## src/rtl/alu_writeback_regfile.sv

```systemverilog
// ALU writeback: one-entry pending register feeding a register file and the PSR.
// Read ports see the committed array plus a bypass from the pending entry; Stall only blocks commit.
module alu_writeback_regfile #(
  parameter int DATA_WIDTH = 16,
  parameter int ADDR_WIDTH = 4,
  parameter int FLAG_WIDTH = 6,
  parameter bit R0_ZERO    = 1'b0
) (
  input  logic                  CLK,
  input  logic                  RESET,
  input  logic                  InValid,
  output logic                  InReady,
  input  logic [DATA_WIDTH-1:0] C,
  input  logic [FLAG_WIDTH-1:0] Flags,
  input  logic [ADDR_WIDTH-1:0] WrAddr,
  input  logic                  WrEn,
  input  logic [FLAG_WIDTH-1:0] FlagMask,
  input  logic                  Stall,
  input  logic [ADDR_WIDTH-1:0] RdAddrA,
  input  logic [ADDR_WIDTH-1:0] RdAddrB,
  output logic [DATA_WIDTH-1:0] A,
  output logic [DATA_WIDTH-1:0] B,
  output logic [FLAG_WIDTH-1:0] Psr,
  output logic                  PendValid
);
  localparam int NUM_REGS = 2**ADDR_WIDTH;

  typedef enum logic {EMPTY = 1'b0, PENDING = 1'b1} state_t;

  state_t                  state_q, state_d;
  logic [DATA_WIDTH-1:0]   pend_c_q;
  logic [FLAG_WIDTH-1:0]   pend_flags_q;
  logic [FLAG_WIDTH-1:0]   pend_mask_q;
  logic [ADDR_WIDTH-1:0]   pend_addr_q;
  logic                    pend_wren_q;
  logic [FLAG_WIDTH-1:0]   psr_q, psr_d;
  logic [DATA_WIDTH-1:0]   regs_q [NUM_REGS];

  logic accept, commit, wr_reg;
  logic r0_a, r0_b, hit_a, hit_b;

  assign PendValid = (state_q == PENDING);
  assign InReady   = ~Stall | ~PendValid;
  assign accept    = InValid & InReady;

  always_comb begin
    state_d = state_q;
    commit  = 1'b0;
    case (state_q)
      EMPTY: begin
        if (accept) state_d = PENDING;
      end
      PENDING: begin
        if (!Stall) begin
          commit  = 1'b1;
          state_d = accept ? PENDING : EMPTY;
        end
      end
      default: state_d = EMPTY;
    endcase
  end

  // Register 0 is hardwired when R0_ZERO is set, so its writes are dropped here.
  assign wr_reg = commit & pend_wren_q & ~(R0_ZERO && (pend_addr_q == '0));
  assign psr_d  = commit ? ((psr_q & ~pend_mask_q) | (pend_flags_q & pend_mask_q)) : psr_q;

  always_ff @(posedge CLK or posedge RESET) begin
    if (RESET) begin
      state_q      <= EMPTY;
      pend_c_q     <= '0;
      pend_flags_q <= '0;
      pend_mask_q  <= '0;
      pend_addr_q  <= '0;
      pend_wren_q  <= 1'b0;
      psr_q        <= '0;
    end else begin
      state_q <= state_d;
      psr_q   <= psr_d;
      if (accept) begin
        pend_c_q     <= C;
        pend_flags_q <= Flags;
        pend_mask_q  <= FlagMask;
        pend_addr_q  <= WrAddr;
        pend_wren_q  <= WrEn;
      end
    end
  end

  always_ff @(posedge CLK or posedge RESET) begin
    if (RESET) begin
      for (int i = 0; i < NUM_REGS; i++) regs_q[i] <= '0;
    end else if (wr_reg) begin
      regs_q[pend_addr_q] <= pend_c_q;
    end
  end

  assign r0_a  = R0_ZERO && (RdAddrA == '0);
  assign r0_b  = R0_ZERO && (RdAddrB == '0);
  assign hit_a = PendValid & pend_wren_q & (RdAddrA == pend_addr_q);
  assign hit_b = PendValid & pend_wren_q & (RdAddrB == pend_addr_q);

  assign A   = r0_a ? '0 : (hit_a ? pend_c_q : regs_q[RdAddrA]);
  assign B   = r0_b ? '0 : (hit_b ? pend_c_q : regs_q[RdAddrB]);
  assign Psr = psr_q;

endmodule
```

## config.mk

```make
export PLATFORM = sky130hd
export DESIGN_NAME = alu_writeback_regfile
export DESIGN_NICKNAME = d
export VERILOG_FILES = /design/src/rtl/alu_writeback_regfile.sv
export SDC_FILE = /design/constraint.sdc
export NUM_CORES = 1
export LEC_CHECK = 0
export BUFFER_PORTS_ARGS = -buffer_cell sky130_fd_sc_hd__buf_2
export CAP_MARGIN = 5
export CELL_PAD_IN_SITES_DETAIL_PLACEMENT = 1
export CELL_PAD_IN_SITES_GLOBAL_PLACEMENT = 2
export CORE_MARGIN = 4
export CORE_UTILIZATION = 49
export CTS_CLUSTER_DIAMETER = 80
export DETAILED_ROUTE_END_ITERATION = 6
export PLACE_DENSITY = 0.88
export SYNTH_ARGS = -nofsm -noshare
export SYNTH_HDL_FRONTEND = slang
export SYNTH_SLANG_ARGS = --single-unit
```

## constraint.sdc

```tcl
create_clock -name CLK -period 14.8 [get_ports CLK]
set_input_delay 0.74 -clock CLK [delete_from_list [all_inputs] [get_ports CLK]]
set_output_delay 0.74 -clock CLK [all_outputs]
set_load 0.05 [all_outputs]
```

==> results.md <==
- Die Y: 187.2 um
- DP Area: 0.01638 sq mm
- Via density per instance: 6.289
- Clock transition at the registers of the reported paths: 0.06 ns
- Antenna Violating Nets Remaining: 0
- CTS root buffer: clkbuf_16
- Synth async-reset ratio: 100.0%
- Syn avg cell area: 15.80 sq um
- Wirelength per Cell: 28.18 um
- Relative slew slack: 20.33%
- RSZ-0062 raised after global routing: no
- DIE AREA: 0.03505 sq mm
- Slew Limit Fails: 0
- Critical path fanouts, max: 46
- Seq pwr share: 42.4%
- Area contributors post-synth: dfrtp_1, mux2_2, mux4_2
- Starting Density: 49.74%
- Yosys Warn Count: 0
- PwrDens: 179.4 mW/mm^2
- Vias in the first global route: 10,380
- Post-synthesis sequential area ratio: 47.07%
- Clock power frac: 27.3%
- First-pass GRT wire length: 64,570 um
- Clock sink count: 296
- Cell area after synthesis: 0.01574 sq mm
- Tightest Pin Transition: 1.192 ns
- P_int: 2.141 mW
- Drc violations: 0
- Worst setup EP type: output pin
- Leak: 7.960 nW
- Largest net degree at the start of global routing: 112
- Ys flop type: dfrtp_1
- Hold Path Class: primary input to async pin
- Drt total wl: 41,150 um
- Num CTS Buffers: 34
- Crit path launch type: primary input
- Final #Nets: 1,081
- # rows: 65
- Setup ws final: 10.61 ns
- DR vias: 9,182
- Min cycle time layout: 4.188 ns
- Util after Layout: 55.35%
- Critical path data required time: 14.06 ns
- Share of layout cells above drive strength 1: 58.79%
- Most frequent cells after synthesis: mux2_2, dfrtp_1, mux4_2, mux2i_1, clkbuf_1
- Post-cts resize count: 0
- Yosys top cell by area: dfrtp_1
- Initial antenna violation count: 0
- Setup CP Type: primary input to output pin
- IO buf count: 84
- Final setup violation count: 0
- Post-synthesis register bit count: 296
- Yosys cell types: 27
- Total power: 3.142 mW
- Logic pwr share: 30.3%
- Post-Place Cells: 1,402
- Number of flops mapped to enable cells by yosys: 0
- Total track usage: 23.92%
- Std-Cell Core Area: 0.03164 sq mm
- Area growth syn-to-layout: 11.27%
- Clock buffer depth: 3
- Setup TNS Final: 0 ns
- Clk_lat worst skew: 0.51 ns
- Final HPWL DP: 23,700 um
- Maximum VDD drop: 96.39 uV
- Die width: 187.2 um
- Final instance area: 0.01751 sq mm
- Gate count after technology mapping: 996
- Drt initial violations: 505
- CTS tree: yes
- Worst slack at placement: 10.57 ns
- Tcrit/Tclk final: 28.30%
- Clk_skew: 0.01203 ns
- Most common cell in the netlist: mux2_2
- Hold WS: 0.3610 ns
- 1st-pass router iterations: 5
- CTS HTree Levels: 2
- Max cap viols: 0
- Routability cong.: 0.7638
- Fmax: 0.2388 GHz
- Io pins: 85
- Net Sw Frac: 31.84%
- Post-CTS setup buffer count: 0
- Post-synth top area share: 47.07%
- # hold bufs at CTS: 0
- Non-Filler Instances: 1,460
- Switching Power: 1.001 mW
- Critical path arrival: 3.45 ns
- Mapped Nets: 1,041
- Final global-route overflow total: 0
- Antenna Diode Count: 0
- Hold Violations, Final: 0
- Outcome: finished, final reports clean
worst max-delay path: stages:
cell and delay, ns:
buf_4 0.36, buf_4 0.79, mux4_2 0.61, mux2i_1 0.26, mux2i_1 0.15, mux2_2 0.30, buf_2 0.21
registers in the layout, indices dropped and copies added (netlist names), named ones only:
register      count
PendValid         1
pend_c_q         16
pend_flags_q      6
regs_q          256
pend_mask_q       6
pend_wren_q       1
pend_addr_q       4
power by group through the flow:
stage	logic, mW	registers, mW	clock network, mW
after floorplan	0.803	1.25	0
after global placement	0.927	1.30	0
after detailed placement	0.957	1.33	0
after CTS	0.965	1.33	0.876
after global routing	1.02	1.37	0.913
final	0.953	1.33	0.857
layout by cell type, fill, tap and decap left out:
master / Yosys / routed
nand3_2: 0 / 1
nor4b_2: 1 / 1
nor4bb_1: 1 / 1
and2_2: 0 / 1
clkinv_2: 0 / 6
nor2_1: 3 / 3
mux2_1: 1 / 1
nor2_4: 6 / 6
nand2_2: 1 / 1
inv_8: 0 / 1
buf_4: 6 / 23
or4_1: 1 / 1
mux2_2: 326 / 326
mux4_2: 128 / 128
nor2b_1: 3 / 3
clkbuf_8: 0 / 5
bufinv_16: 0 / 4
xor2_1: 2 / 2
or4b_1: 1 / 1
dfrtp_1: 296 / 296
inv_6: 0 / 1
clkbuf_16: 0 / 35
nand2_1: 14 / 14
clkinv_4: 0 / 1
mux2i_1: 96 / 96
nand2b_1: 3 / 3
clkbuf_1: 36 / 6
nor3_4: 2 / 2
xnor2_1: 6 / 6
nand3_1: 2 / 1
nand4_1: 2 / 2
buf_2: 33 / 80
cell families (layout without fill, tap and decap cells):
kind of cell | Yosys count | after routing | synth area share (%)
muxes | 551 | 551 | 47.83
and+or+nand+nor | 41 | 41 | 1.773
buffers and inverters | 100 | 162 | 2.886
xor gates and xnor gates | 8 | 8 | 0.4453
DFF | 296 | 296 | 47.07
layout make-up:
| class | count | area [sq um] |
|---|---|---|
| clock buffer | 46 | 967.2 |
| clock inverter | 12 | 167.7 |
| fill | 2909 | 14130 |
| inverter | 1 | 11.26 |
| multi-input combinational | 600 | 7881 |
| sequential | 296 | 7407 |
| tap | 402 | 503.0 |
| timing repair buffer | 103 | 573.1 |
path summary, 6_finish.rpt:
check                              end  depth (start not counted)  slack (ns)             from
min                          async pin                          2        0.36            RESET
max in group asynchronous  regs_q[177]                          5       11.52            RESET
max                               B[2]                          7       10.61       RdAddrB[3]
max reg2reg                 regs_q[14]                          3       12.18   pend_addr_q[1]
min reg2reg                  flip-flop                          1        0.50  pend_flags_q[4]
min in group CLK             PendValid                          2        0.45          InValid
layer usage:
layer | up-vias | track usage [%] | part of all wire (%)
met3 | 54 | 3.751 | 4.7
li1 | 3898 | - | -
met4 | 0 | 5.375 | 2.1
met1 | 5021 | 32.03 | 42
met5 | - | 0 | 0
met2 | 209 | 41.61 | 51
Power figures use the tool's default switching activity.
